--- src/rtl/apb_master_ctrl_if.sv ---
// Command/response and APB bus bundle for apb_master_ctrl.
// master: the APB initiator's view. slave: the peer's view (command source plus APB target).
interface apb_master_ctrl_if #(
   parameter int unsigned ADDR_W = 8,
   parameter int unsigned DATA_W = 8
);
   logic              cmd_valid;
   logic              cmd_ready;
   logic              cmd_write;
   logic [ADDR_W-1:0] cmd_addr;
   logic [DATA_W-1:0] cmd_wdata;
   logic              rsp_valid;
   logic [DATA_W-1:0] rsp_rdata;
   logic              rsp_err;
   logic              pselx;
   logic              penable;
   logic              pwrite;
   logic [ADDR_W-1:0] paddr;
   logic [DATA_W-1:0] pwdata;
   logic [DATA_W-1:0] prdata;
   logic              pready;
   logic              pslverr;

   modport master (
      input  cmd_valid, cmd_write, cmd_addr, cmd_wdata, prdata, pready, pslverr,
      output cmd_ready, rsp_valid, rsp_rdata, rsp_err, pselx, penable, pwrite, paddr, pwdata
   );

   modport slave (
      output cmd_valid, cmd_write, cmd_addr, cmd_wdata, prdata, pready, pslverr,
      input  cmd_ready, rsp_valid, rsp_rdata, rsp_err, pselx, penable, pwrite, paddr, pwdata
   );
endinterface

--- src/rtl/apb_master_ctrl.sv ---
// APB initiator for the I2C core register port: one SETUP + ACCESS transfer per command,
// with register-map direction checks done before the bus is touched.
// Optional feature: define APB_MASTER_TIMEOUT_EN to abort ACCESS after TIMEOUT_CYC cycles
// without pready.
module apb_master_ctrl #(
   parameter int unsigned ADDR_W      = 8,
   parameter int unsigned DATA_W      = 8,
   parameter int unsigned TIMEOUT_CYC = 16
) (
   input  logic              pclk,
   input  logic              preset,
   apb_master_ctrl_if.master bus
);
   typedef enum logic [1:0] {StIdle, StSetup, StAccess, StResp} state_t;

   state_t state;
   logic   cmd_legal;

`ifdef APB_MASTER_TIMEOUT_EN
   localparam int unsigned CNT_W = $clog2(TIMEOUT_CYC + 1);
   logic [CNT_W-1:0] to_cnt;
`endif

   // Register map: 1/2/4/6 are write-only targets, 3/5 are read-only; all else is illegal.
   always_comb begin
      cmd_legal = 1'b0;
      if (bus.cmd_write) begin
         cmd_legal = (bus.cmd_addr == ADDR_W'(1)) || (bus.cmd_addr == ADDR_W'(2)) ||
                     (bus.cmd_addr == ADDR_W'(4)) || (bus.cmd_addr == ADDR_W'(6));
      end else begin
         cmd_legal = (bus.cmd_addr == ADDR_W'(3)) || (bus.cmd_addr == ADDR_W'(5));
      end
   end

   // Transfer FSM; every output is registered here.
   always_ff @(posedge pclk) begin
      if (preset) begin
         state         <= StIdle;
         bus.cmd_ready <= 1'b1;
         bus.pselx     <= 1'b0;
         bus.penable   <= 1'b0;
         bus.pwrite    <= 1'b0;
         bus.paddr     <= '0;
         bus.pwdata    <= '0;
         bus.rsp_valid <= 1'b0;
         bus.rsp_err   <= 1'b0;
         bus.rsp_rdata <= '0;
`ifdef APB_MASTER_TIMEOUT_EN
         to_cnt        <= '0;
`endif
      end else begin
         unique case (state)
            StIdle: begin
               if (bus.cmd_valid) begin
                  bus.cmd_ready <= 1'b0;
                  if (cmd_legal) begin
                     state      <= StSetup;
                     bus.pselx  <= 1'b1;
                     bus.pwrite <= bus.cmd_write;
                     bus.paddr  <= bus.cmd_addr;
                     bus.pwdata <= bus.cmd_write ? bus.cmd_wdata : '0;
                  end else begin
                     // Rejected commands never reach the bus.
                     state         <= StResp;
                     bus.rsp_valid <= 1'b1;
                     bus.rsp_err   <= 1'b1;
                     bus.rsp_rdata <= '0;
                  end
               end
            end
            StSetup: begin
               state       <= StAccess;
               bus.penable <= 1'b1;
`ifdef APB_MASTER_TIMEOUT_EN
               to_cnt      <= '0;
`endif
            end
            StAccess: begin
               // pready wins over a timeout landing in the same cycle.
               if (bus.pready) begin
                  state         <= StResp;
                  bus.pselx     <= 1'b0;
                  bus.penable   <= 1'b0;
                  bus.rsp_valid <= 1'b1;
                  bus.rsp_err   <= bus.pslverr;
                  bus.rsp_rdata <= (!bus.pwrite && !bus.pslverr) ? bus.prdata : '0;
               end
`ifdef APB_MASTER_TIMEOUT_EN
               else if (to_cnt == CNT_W'(TIMEOUT_CYC - 1)) begin
                  state         <= StResp;
                  bus.pselx     <= 1'b0;
                  bus.penable   <= 1'b0;
                  bus.rsp_valid <= 1'b1;
                  bus.rsp_err   <= 1'b1;
                  bus.rsp_rdata <= '0;
               end else begin
                  to_cnt <= to_cnt + 1'b1;
               end
`endif
            end
            StResp: begin
               state         <= StIdle;
               bus.cmd_ready <= 1'b1;
               bus.rsp_valid <= 1'b0;
               bus.rsp_err   <= 1'b0;
               bus.rsp_rdata <= '0;
            end
            default: state <= StIdle;
         endcase
      end
   end
endmodule
--- src/flat_wrapper.sv ---
// flat-port wrapper written by rule: the top's interface ports become plain ports
module apb_master_ctrl_flat 
#(
   parameter int unsigned ADDR_W      = 8,
   parameter int unsigned DATA_W      = 8,
   parameter int unsigned TIMEOUT_CYC = 16
)
  (pclk, preset, bus_cmd_valid, bus_cmd_write, bus_cmd_addr, bus_cmd_wdata, bus_prdata, bus_pready, bus_pslverr, bus_cmd_ready, bus_rsp_valid, bus_rsp_rdata, bus_rsp_err, bus_pselx, bus_penable, bus_pwrite, bus_paddr, bus_pwdata);
  apb_master_ctrl_if #(.ADDR_W(ADDR_W), .DATA_W(DATA_W)) bus_i ();
  input  logic pclk;
  input  logic preset;
  input wire logic [$bits(bus_i.cmd_valid)-1:0] bus_cmd_valid;
  input wire logic [$bits(bus_i.cmd_write)-1:0] bus_cmd_write;
  input wire logic [$bits(bus_i.cmd_addr)-1:0] bus_cmd_addr;
  input wire logic [$bits(bus_i.cmd_wdata)-1:0] bus_cmd_wdata;
  input wire logic [$bits(bus_i.prdata)-1:0] bus_prdata;
  input wire logic [$bits(bus_i.pready)-1:0] bus_pready;
  input wire logic [$bits(bus_i.pslverr)-1:0] bus_pslverr;
  output wire logic [$bits(bus_i.cmd_ready)-1:0] bus_cmd_ready;
  output wire logic [$bits(bus_i.rsp_valid)-1:0] bus_rsp_valid;
  output wire logic [$bits(bus_i.rsp_rdata)-1:0] bus_rsp_rdata;
  output wire logic [$bits(bus_i.rsp_err)-1:0] bus_rsp_err;
  output wire logic [$bits(bus_i.pselx)-1:0] bus_pselx;
  output wire logic [$bits(bus_i.penable)-1:0] bus_penable;
  output wire logic [$bits(bus_i.pwrite)-1:0] bus_pwrite;
  output wire logic [$bits(bus_i.paddr)-1:0] bus_paddr;
  output wire logic [$bits(bus_i.pwdata)-1:0] bus_pwdata;
  assign bus_i.cmd_valid = bus_cmd_valid;
  assign bus_i.cmd_write = bus_cmd_write;
  assign bus_i.cmd_addr = bus_cmd_addr;
  assign bus_i.cmd_wdata = bus_cmd_wdata;
  assign bus_i.prdata = bus_prdata;
  assign bus_i.pready = bus_pready;
  assign bus_i.pslverr = bus_pslverr;
  assign bus_cmd_ready = bus_i.cmd_ready;
  assign bus_rsp_valid = bus_i.rsp_valid;
  assign bus_rsp_rdata = bus_i.rsp_rdata;
  assign bus_rsp_err = bus_i.rsp_err;
  assign bus_pselx = bus_i.pselx;
  assign bus_penable = bus_i.penable;
  assign bus_pwrite = bus_i.pwrite;
  assign bus_paddr = bus_i.paddr;
  assign bus_pwdata = bus_i.pwdata;
  apb_master_ctrl #(.ADDR_W(ADDR_W), .DATA_W(DATA_W), .TIMEOUT_CYC(TIMEOUT_CYC)) u_core (.pclk(pclk), .preset(preset), .bus(bus_i));
endmodule
--- config.mk ---
export PLATFORM = sky130hd
export DESIGN_NAME = apb_master_ctrl_flat
export DESIGN_NICKNAME = d
export VERILOG_FILES = /design/src/rtl/apb_master_ctrl_if.sv /design/src/rtl/apb_master_ctrl.sv /design/src/flat_wrapper.sv
export SDC_FILE = /design/constraint.sdc
export NUM_CORES = 1
export LEC_CHECK = 0
export CAP_MARGIN = 5
export CORE_UTILIZATION = 40
export CTS_CLUSTER_SIZE = 30
export DETAILED_ROUTE_END_ITERATION = 8
export PLACE_DENSITY = 0.88
export SYNTH_ARGS = -nofsm -noshare
export SYNTH_HDL_FRONTEND = slang
export SYNTH_SLANG_ARGS = --single-unit
--- constraint.sdc ---
create_clock -name pclk -period 2.6 [get_ports pclk]
set_input_delay 0.39 -clock pclk [delete_from_list [all_inputs] [get_ports pclk]]
set_output_delay 0.39 -clock pclk [all_outputs]
set_load 0.05 [all_outputs]
==> impl_metrics.tcl <==
set metrics [dict create \
    leakagePower_nw 0.747 \
    hold_viol_final 0 \
    dp_slack_ns 0.352 \
    postSynthAreaPerCell_um2 8.47 \
    via_count 1304 \
    max-vdd-ir-drop_mv 0.471 \
    h-tree-depth 2 \
    min_path_type "flip-flop to flip-flop" \
    crit_type "flip-flop to flip-flop" \
    synth_edf_count 0 \
    routedWlPerCell_um 11.8 \
    grt_pass1_vias 1148 \
    ys_top_cells_by_area "dfxtp_1, nand2_1, o21ai_0" \
    pin_count 60 \
    ys.flop_type "dfxtp_1" \
    rows 20 \
    crit_end "u_core.bus.rsp_rdata[1]$_SDFFE_PP0P_" \
    setup_ws_ns 0.539 \
    timing.rr.end "u_core.bus.rsp_rdata[1]$_SDFFE_PP0P_" \
    timing.rr.start "u_core.state[0]$_SDFFE_PP0P_" \
    drc 0 \
    cp-start-kind "flip-flop" \
    grt_pass1_wl_um 5020 \
    yosys.area.top_type_share_pct 46.4 \
    yosysMostFrequentCell "dfxtp_1" \
    yosys.area.top_type "dfxtp_1" \
    port_buffers 59 \
    antenna_found_initial 0 \
    layout_min_cycle_time_ns 2.06 \
    maxSlewViolCount 0 \
    fp.coreArea_um2 3150 \
    start_util_pct 43.8 \
    drtIter0Drc 49 \
    crit_start "u_core.state[0]$_SDFFE_PP0P_" \
    ant_nets 0 \
    die_w_um 60.7 \
    gp_congestion 0.789 \
    reg2reg_depth 7 \
    path_clk_slew_ns 0.10 \
    synth-async-reset-ratio_pct 0 \
    ys_warn_count 0 \
    rrSetupSlack_ns 0.54 \
    rsz0062_at_grt "false" \
    synth_common_cells "dfxtp_1, nand2_1, o21ai_0" \
    cp.required_ns 2.85 \
    worstMarginPinSlew_ns 0.636 \
    drtPass1Iterations 4 \
    ys_types 34 \
    viasPerCell 4.83 \
    hold_depth 2 \
    setup_viol 0 \
    dp_hpwl_um 2250 \
    syn2layout_area_growth_pct 51.0 \
    grt_max_degree 30 \
    insertion_delay_ns 0.33 \
    synthesis.nets 197 \
    cts_setup_buffers 0 \
    finalHoldWorstSlack_ns 0.456 \
    gr-usage-all-layers_pct 18.7 \
    cts_tree "built" \
    root_buffer "clkbuf_4" \
    setup_tns_ns 0 \
    cp_max_fo 10 \
    status "finished, final reports clean" \
    synth_seq_cells 32 \
    cts.sinks 32 \
    ctsResizeCount 0 \
    cts_buffer_depth 2 \
    maxCapViolCount 0 \
    drive_above_1_share_pct 7.08 \
    power.density_nw_per_um2 697 \
    post-layout-total-power_mw 1.45 \
    cp.arrival_ns 2.31 \
    fp.dieH_um 60.7 \
    skew_ns 0.00630 \
    grt_overflow 0 \
    end_kind "flip-flop" \
    synthCells 163 \
    die_area_um2 3690 \
    cts_hold_buf 0 \
    routed_wl_um 3180 \
    antennaDiodeCount 0 \
    clock.fmax_ghz 0.485 \
    fin_crit_sh_pct 79.3 \
    syn_area_um2 1380 \
    numCtsBuffers 5 \
    relSlewSlack_pct 57.1 \
    synth.yosys.seq_area_share_pct 46.4 \
    layout.nets 259 \
]
[cell type report]
type                       instances  area, um2
tap                               44       55.1
sequential                        32        641
fill                             286       1070
clock inverter                     2       35.0
clock buffer                       6       41.3
timing repair buffer              63        621
inverter                           3       11.3
multi-input combinational        120        681
[power breakdown]
part           switching (mW)  leakage [nW]  internal [mW]
Clock                   0.166        0.0422          0.201
Combinational           0.329         0.445          0.187
Sequential             0.0296         0.259          0.538
[per-stage QoR]
step,instance area [um2],instances,util [%]
floorplan,1380,163,-
global placement,2010,262,63.7
detailed placement,2010,262,63.7
CTS,2080,270,66.1
global route,2080,270,66.1
finish,2080,270,66.1
[worst max-delay path, cell delays in order (launching register included)]
cell and delay, ns:
dfxtp_1 0.38, inv_1 0.09, ha_1 0.32, nand2b_1 0.13
o21ai_0 0.24, nor2_1 0.36, nand2_1 0.24, o21ai_0 0.22
[state kept, by name, indices dropped and copies added (netlist names)]
register / count
u_core.bus.rsp_valid: 1
u_core.bus.pwrite: 1
u_core.bus.penable: 1
u_core.state: 2
u_core.bus.paddr: 8
u_core.bus.rsp_rdata: 8
u_core.bus.cmd_ready: 1
u_core.bus.pselx: 1
u_core.bus.rsp_err: 1
u_core.bus.pwdata: 8
[layer usage]
metal / global-route usage (%) / up-vias / wire length, um
li1: - / 685 / -
met1: 23.2 / 565 / 1460
met2: 29.5 / 49 / 1410
met3: 7.25 / 5 / 267
met4: 6.82 / 0 / 41
met5: 0 / - / 0
[layout by cell type (no fill, tap or decap), types with 2 or more instances in the layout]
cell type | Yosys | routed
clkdlybuf4s50_1 | 0 | 59
a311oi_1 | 2 | 2
clkbuf_4 | 0 | 5
buf_4 | 0 | 4
o21ai_0 | 18 | 18
nor2_1 | 8 | 8
dfxtp_1 | 32 | 32
nand3_1 | 9 | 9
nand2b_1 | 2 | 2
a21oi_1 | 17 | 17
nand2_1 | 29 | 29
and2_1 | 5 | 5
ha_1 | 4 | 4
inv_1 | 3 | 3
nor2b_1 | 8 | 8
[cell families (layout without fill, tap and decap cells)]
group | after synthesis | after routing | synth area share [%]
fa+ha+maj | 4 | 4 | 3.63
compound gates | 46 | 46 | 19.4
flops | 32 | 32 | 46.4
buf+inv | 11 | 74 | 4.26
mux | 2 | 2 | 1.54
simple gates | 67 | 67 | 24.1
xor+xnor | 1 | 1 | 0.635
[worst min-delay path by stage]
stage | start | endpoint | slack [ns]
floorplan | u_core.state[1]$_SDFFE_PP0P_ | u_core.state[1]$_SDFFE_PP0P_ | 0.49
global placement | u_core.bus.pwdata[4]$_SDFFE_PP0P_ | u_core.bus.pwdata[4]$_SDFFE_PP0P_ | 0.44
detailed placement | u_core.bus.pwdata[2]$_SDFFE_PP0P_ | u_core.bus.pwdata[2]$_SDFFE_PP0P_ | 0.44
CTS | u_core.bus.pwdata[2]$_SDFFE_PP0P_ | u_core.bus.pwdata[2]$_SDFFE_PP0P_ | 0.46
global route | u_core.bus.pwdata[7]$_SDFFE_PP0P_ | u_core.bus.pwdata[7]$_SDFFE_PP0P_ | 0.48
finish | u_core.bus.pwdata[2]$_SDFFE_PP0P_ | u_core.bus.pwdata[2]$_SDFFE_PP0P_ | 0.46
Power figures use the tool's default switching activity.
